### src/rtl/seq_pkg.sv
// Shared types and default sizing for the core load/run/drain sequencer.
package seq_pkg;

   typedef enum logic [2:0] {
      ST_IDLE,
      ST_LOAD,
      ST_CRST,
      ST_RUN,
      ST_DRAIN,
      ST_FIN
   } seq_state_e;

   localparam int DEF_LOAD_BASE  = 0;
   localparam int DEF_LOAD_LEN   = 4;
   localparam int DEF_DRAIN_BASE = 32;
   localparam int DEF_DRAIN_LEN  = 2;
   localparam int DEF_MAX_CYC    = 1000;
   localparam int CYC_W          = 16;

   // Memory addresses wrap modulo 256.
   function automatic logic [7:0] addr_add(input int base, input logic [7:0] idx);
      return 8'(base) + idx;
   endfunction

endpackage

### src/rtl/sat_counter.sv
// Up-counter that sticks at all-ones; clr has priority over en.
module sat_counter #(
   parameter int W = 16
) (
   input  logic         clk,
   input  logic         reset,
   input  logic         clr,
   input  logic         en,
   output logic [W-1:0] count
);

   logic [W-1:0] count_q, count_d;

   // Next count: clear, hold at saturation, or increment.
   always_comb begin
      count_d = count_q;
      if (clr) begin
         count_d = '0;
      end else if (en && (count_q != {W{1'b1}})) begin
         count_d = count_q + 1'b1;
      end
   end

   // Count register.
   always_ff @(posedge clk) begin
      if (reset) begin
         count_q <= '0;
      end else begin
         count_q <= count_d;
      end
   end

   assign count = count_q;

endmodule

### src/rtl/core_sequencer.sv
// Loads a program/data image into memory, runs the core, then drains results.
//
//   state    | meaning
//   ---------+-----------------------------------------------------------
//   IDLE     | waiting for req; core held in reset, sequencer owns memory
//   LOAD     | accepting LOAD_LEN bytes into memory at LOAD_BASE+idx
//   CRST     | one-cycle core reset pulse; clears cyc_cnt and timeout
//   RUN      | core owns memory and runs until core_done or MAX_CYC
//   DRAIN    | streaming DRAIN_LEN bytes out from DRAIN_BASE+idx
//   FIN      | results held, done=1, waits for req to drop
module core_sequencer
   import seq_pkg::*;
#(
   parameter int LOAD_BASE  = DEF_LOAD_BASE,
   parameter int LOAD_LEN   = DEF_LOAD_LEN,
   parameter int DRAIN_BASE = DEF_DRAIN_BASE,
   parameter int DRAIN_LEN  = DEF_DRAIN_LEN,
   parameter int MAX_CYC    = DEF_MAX_CYC
) (
   input  logic        clk,
   input  logic        reset,
   input  logic        req,
   input  logic        in_valid,
   input  logic [7:0]  in_data,
   output logic        in_ready,
   output logic        mem_own,
   output logic        mem_wr_en,
   output logic [7:0]  mem_addr,
   output logic [7:0]  mem_wr_dat,
   input  logic [7:0]  mem_rd_dat,
   output logic        core_reset,
   input  logic        core_done,
   output logic        out_valid,
   output logic [7:0]  out_data,
   input  logic        out_ready,
   output logic        busy,
   output logic        done,
   output logic        timeout,
   output logic [15:0] cyc_cnt
);

   localparam logic [7:0]  LOAD_LAST  = 8'(LOAD_LEN - 1);
   localparam logic [7:0]  DRAIN_LAST = 8'(DRAIN_LEN - 1);
   // The run ends on the edge where cyc_cnt becomes MAX_CYC-1.
   localparam logic [31:0] RUN_LIMIT  = 32'(MAX_CYC - 1);

   seq_state_e       state_q, state_d;
   logic [7:0]       idx_q, idx_d;
   logic             timeout_q, timeout_d;
   logic [CYC_W-1:0] cyc_cnt_w;
   logic             limit_hit;

   sat_counter #(.W(CYC_W)) u_run_cnt (
      .clk   (clk),
      .reset (reset),
      .clr   (state_q == ST_CRST),
      .en    (state_q == ST_RUN),
      .count (cyc_cnt_w)
   );

   assign limit_hit = (({16'd0, cyc_cnt_w} + 32'd1) >= RUN_LIMIT);

   // Output decode from state and idx.
   always_comb begin
      in_ready   = 1'b0;
      mem_own    = 1'b1;
      mem_wr_en  = 1'b0;
      mem_addr   = 8'd0;
      mem_wr_dat = 8'd0;
      core_reset = 1'b1;
      out_valid  = 1'b0;
      out_data   = 8'd0;
      busy       = 1'b1;
      done       = 1'b0;
      unique case (state_q)
         ST_IDLE: busy = 1'b0;
         ST_LOAD: begin
            in_ready   = 1'b1;
            mem_wr_en  = in_valid;
            mem_addr   = addr_add(LOAD_BASE, idx_q);
            mem_wr_dat = in_data;
         end
         ST_CRST: ;
         ST_RUN: begin
            mem_own    = 1'b0;
            core_reset = 1'b0;
         end
         ST_DRAIN: begin
            out_valid = 1'b1;
            mem_addr  = addr_add(DRAIN_BASE, idx_q);
            out_data  = mem_rd_dat;
         end
         ST_FIN: begin
            busy = 1'b0;
            done = 1'b1;
         end
         default: ;
      endcase
   end

   // Next-state, transfer index and sticky timeout.
   always_comb begin
      state_d   = state_q;
      idx_d     = idx_q;
      timeout_d = timeout_q;
      unique case (state_q)
         ST_IDLE: begin
            if (req) begin
               idx_d   = 8'd0;
               state_d = (LOAD_LEN == 0) ? ST_CRST : ST_LOAD;
            end
         end
         ST_LOAD: begin
            if (in_valid) begin
               if (idx_q == LOAD_LAST) begin
                  idx_d   = 8'd0;
                  state_d = ST_CRST;
               end else begin
                  idx_d = idx_q + 8'd1;
               end
            end
         end
         ST_CRST: begin
            timeout_d = 1'b0;
            state_d   = ST_RUN;
         end
         ST_RUN: begin
            idx_d = 8'd0;
            if (core_done || limit_hit) begin
               state_d = (DRAIN_LEN == 0) ? ST_FIN : ST_DRAIN;
            end
            // A completion seen on the limit cycle is not a timeout.
            if (!core_done && limit_hit) begin
               timeout_d = 1'b1;
            end
         end
         ST_DRAIN: begin
            if (out_ready) begin
               if (idx_q == DRAIN_LAST) begin
                  idx_d   = 8'd0;
                  state_d = ST_FIN;
               end else begin
                  idx_d = idx_q + 8'd1;
               end
            end
         end
         ST_FIN: begin
            if (!req) begin
               state_d = ST_IDLE;
            end
         end
         default: state_d = ST_IDLE;
      endcase
   end

   // Sequencer registers.
   always_ff @(posedge clk) begin
      if (reset) begin
         state_q   <= ST_IDLE;
         idx_q     <= 8'd0;
         timeout_q <= 1'b0;
      end else begin
         state_q   <= state_d;
         idx_q     <= idx_d;
         timeout_q <= timeout_d;
      end
   end

   assign timeout = timeout_q;
   assign cyc_cnt = cyc_cnt_w;

endmodule

### config.mk
export PLATFORM = sky130hd
export DESIGN_NAME = core_sequencer
export DESIGN_NICKNAME = d
export VERILOG_FILES = /design/src/rtl/seq_pkg.sv /design/src/rtl/sat_counter.sv /design/src/rtl/core_sequencer.sv
export SDC_FILE = /design/constraint.sdc
export NUM_CORES = 1
export LEC_CHECK = 0
export BUFFER_PORTS_ARGS = -buffer_cell sky130_fd_sc_hd__buf_2
export CAP_MARGIN = 20
export CORE_AREA = 4 4 63 70
export CTS_CLUSTER_SIZE = 25
export DETAILED_ROUTE_END_ITERATION = 10
export DIE_AREA = 0 0 67 74
export PLACE_DENSITY = 0.83
export SYNTH_ARGS = -nofsm -noshare
export SYNTH_HDL_FRONTEND = slang
export SYNTH_SLANG_ARGS = --single-unit
export TNS_END_PERCENT = 100
### constraint.sdc
create_clock -name clk -period 3.8 [get_ports clk]
set_clock_uncertainty 0.1 [all_clocks]
set_input_delay 0.38 -clock clk [delete_from_list [all_inputs] [get_ports clk]]
set_output_delay 0.38 -clock clk [all_outputs]
set_load 0.1 [all_outputs]
==> impl.org <==
** Detailed routing
- Dividing the detail-routed wire length by the instance count gives about 13 um.
- Summing over every cut layer, the via total after detailed routing is 1894.
- Summed over all layers, the routed wires come to approximately 4.4 mm.
- The count of nets left with antenna violations once routing finished came out at 0.
- The first TritonRoute pass finished after 4 iterations.
- Count of unresolved DRC violations after routing :: 0
- Iter 0 DRT Violations :: about 80
- In the routed layout, each cell is associated on average with a via count of approximately 5.4.

** Placement
- After legalization and detailed placement, the total HPWL measured between 3 and 4 mm.
- Prior to clock tree synthesis, the placed netlist has a worst setup slack of approximately 1.2 ns.
- Quantity of I/O buffers inserted on ports :: a little under 70
- Global placer's final weighted congestion :: about 0.76

** Min path
- Endpoint of the worst hold path :: state_q[0]$_SDFFE_PP0P_
- The worst hold path passes through 2 cells.
- Kind of path behind the tightest hold check :: input pin to flip-flop
- In this run the most critical hold path is launched from reset.

** Critical path
- Classification of the worst setup path :: flip-flop to output port
- Worst r2r src :: u_run_cnt.count[0]$_SDFFE_PP0P_
- The number of cells on the worst reg-to-reg path is 7.
- CP startpoint kind :: flip-flop
- Data required time at the worst endpoint :: approximately 3.3 ns
- In this run the register-to-register setup slack is 1.40 ns.
- Element type at the critical path end :: output port
- The worst register-to-register path ends at state_q[2]$_SDFFE_PP0P_.
- Arrival time worst endpoint :: 2.44 ns
- Maximum fanout along the worst path :: 21

** Power
- Power spread over the standard cell area amounts to 619 nW/um2.
- Share of power burned in registers :: around a quarter
- Internal portion of total power :: 0.572 mW
- Leakage component of the power :: between 1 and 1.5 nW
- Of the total power, the clock network draws between 10% and 20%.
- Power share of the combinational group :: around 62%
- Switching Power :: between 0.8 and 0.9 mW
- Max IR drop VDD :: just over 0.2 mV
- In this run switching power makes up between 50 and 60% of total power.

** CTS
- The number of gates resized after CTS was 0.
- The tree is rooted in a clkbuf_8.
- CTS tree :: yes
- CTS H-tree depth :: 1
- Counting along the longest clock path gives a buffer depth of 2.
- Sink Count :: 28
- Buffers inserted during clock tree synthesis total 3.
- Hold bufs inserted after CTS :: 0
- The clock reaches the later pin of the worst-skew pair after ~0.28 ns.
- Clock transition at the register clock pins on the worst setup and hold paths after CTS :: 0.10 ns
- The number of setup buffers added after CTS is 0.

** Yosys
- Synthesized instance count :: 243
- The synthesized design spends more area on one cell type than any other, namely dfxtp_1.
- Synth warn :: 0
- Dividing the synthesized area by the synthesized cell count gives roughly 8 um2.
- Net count after synthesis :: 270
- After synthesis, flip-flops and latches occupy 29.0% of the total area.
- Post-synth EDFFs :: 0
- In this run, synthesis produced a sequential element count of 28.
- Post-synth top flop :: dfxtp_1
- After synthesis the cells add up to 1930 um2.
- Synth top area share :: 29.0%
- Synth top area cells :: dfxtp_1 29%, xor2_1 8.2%, nor2_1 7.6%, and3_1 5.8%, and2_1 3.2%
- In the synthesized netlist the async set-or-reset flop fraction comes to 0%.
- The netlist uses 49 different library cells.

** Floorplanning
- Die Area :: just under 5000 um2
- The initial utilization of the core area, before any placement, comes to between 50% and 60%.
- In this run the standard cell core region covers about 3700 um2.
- Die Y :: between 70 and 80 um
- In this run the horizontal extent of the chip is 67 um.
- Number of placement rows :: 23
- 70 I/O pins were placed.

** STA
- For the finished layout, the period the worst path requires is about 2.9 ns.
- Highest Clock Rate :: approximately 340 MHz
- Setup violations remaining at the end of the flow were counted as 0.
- Worst slack on hold paths :: approximately 0.27 ns
- Pin slew with the least headroom to its limit :: around 0.7 ns
- Unrepaired setup endpoints after global routing :: false
- Worst relative slew slack :: approximately 53%
- Final hold viol count :: 0
- Final clock period utilization by the worst path :: 76.9%
- Adding up every negative setup slack in the final design gives 0 ns.
- Worst setup slack after layout :: roughly 0.9 ns
- The count of pins over their slew limit came to 0.

** Finish
- From synthesis to final layout, the design area changed by 19.1%.
- The repair_antennas step left the layout with diodes totalling 0.
- The final layout contains approximately 330 nets.
- For this run, the share of the core covered by cells in the final layout is between 60% and 70%.
- The filler cells instantiated in the layout total 330.
- Layout cell share with drive strength beyond 1 :: around a quarter

** Global route
- The first global-routing pass estimated between 7 and 8 mm of wire.
- Overall overflow remaining after global route :: 0
- Via count of the first global-routing pass :: around 1600
- Across every metal layer, demand over resource in global routing totals 17.6%.
- The initial antenna violation count was 0.
- Entering global routing, the biggest net connects 22 pins.

** Flow run
- Across the run, the number of max-cap violations was 0.

** Run status
- Status :: completed
sequential cells by signal, indices dropped and copies added, names as in the netlist:
signal and flops:
state_q 3, u_run_cnt.count 16, timeout 1, idx_q 8
per-stage QoR:
step	std cells	power, mW	cell area (um2)
after CTS	350	1.43	2300
after global placement	346	1.24	2250
final	350	1.43	2300
after floorplan	243	1.13	1930
after global routing	350	1.50	2300
after detailed placement	346	1.25	2250
placed cells by master, fill, tap and decap left out, drive strengths merged, types with 2 or more instances in the layout:
master / Yosys / layout
or4: 2 / 2
clkbuf: 6 / 4
and2: 10 / 10
and4: 3 / 3
a22oi: 2 / 2
o21ai: 8 / 8
mux2i: 2 / 2
and3: 19 / 19
a211oi: 2 / 2
nor3: 4 / 4
xor2: 18 / 18
a22o: 2 / 2
buf: 10 / 69
nor2b: 4 / 4
nand2b: 3 / 3
nand3: 11 / 11
ha: 5 / 5
nand3b: 2 / 2
a211o: 2 / 2
xnor2: 7 / 7
a31oi: 3 / 3
nand2: 15 / 15
nor2: 39 / 39
a21o: 3 / 3
nand4b: 2 / 2
inv: 6 / 6
a21oi: 5 / 5
dfxtp: 28 / 28
nand4: 9 / 9
final cells by class:
type | instances | area, um2 | share of cell area, %
repair buffers | 69 | 345 | 15.0
inverters | 6 | 22.5 | 0.978
well taps | 50 | 62.6 | 2.72
multi-input cells | 193 | 1260 | 54.6
flip-flops and latches | 28 | 561 | 24.3
clock buffers | 4 | 55.1 | 2.39
power by group through the flow:
stage	Sequential [mW]	Clock, mW	Combinational, mW
after floorplan	0.338	0	0.797
after global placement	0.364	0	0.877
after detailed placement	0.367	0	0.884
after CTS	0.360	0.188	0.886
after global routing	0.368	0.201	0.929
final	0.360	0.185	0.881
cell usage after synthesis (2+ instances only):
library cell	count
a211oi_1	2
ha_1	5
nand2b_1	3
nand4_1	9
a21oi_1	5
buf_6	2
a211o_1	2
clkbuf_1	5
and3_1	18
nor2_1	39
nand3b_1	2
xor2_1	18
xnor2_1	7
nor2b_1	4
nand3_1	10
buf_2	5
nand4b_1	2
a31oi_1	2
mux2i_1	2
a22o_1	2
nor3_1	4
inv_1	6
and4_1	3
o21ai_0	7
nand2_1	15
a21o_1	3
and2_1	10
buf_4	3
dfxtp_1	28
metal layers:
metal | share of wire, % | vias up | global-route usage [%] | wire length (um)
li1 | - | 971 | - | -
met1 | 43 | 859 | 22.4 | 1900
met2 | 47 | 59 | 29.5 | 2060
met3 | 9.3 | 5 | 3.78 | 409
met4 | 1.0 | 0 | 5.86 | 46
met5 | 0 | - | 0 | 0
cells by family (layout without fill, tap and decap cells):
logic type,after synthesis,in the layout,share of synthesized area (%)
compound gates,35,35,14.0
xor+xnor,25,25,11.3
fa+ha+maj,5,5,3.23
buf+inv,22,79,6.01
flops,28,28,29.0
mux,2,2,1.03
simple gates,126,126,35.4
how the worst max path moves through the flow:
stage	slack [ns]	cells after the start	endpoint	from
after floorplan	0.15	6	mem_addr[0]	state_q[0]$_SDFFE_PP0P_
after global placement	1.29	5	mem_addr[0]	state_q[2]$_SDFFE_PP0P_
after detailed placement	1.18	5	mem_addr[0]	state_q[2]$_SDFFE_PP0P_
after CTS	0.86	5	mem_addr[0]	state_q[2]$_SDFFE_PP0P_
after global routing	0.61	5	mem_addr[0]	state_q[2]$_SDFFE_PP0P_
final	0.88	5	mem_addr[0]	state_q[2]$_SDFFE_PP0P_
critical path, cell delays in order, from the launching register on:
cell      delay, ns
dfxtp_1        0.48
nand2b_1       0.27
nor2_1         0.56
nor2_1         0.23
nor2b_1        0.17
buf_2          0.44
(Power assumes the default switching activity.)
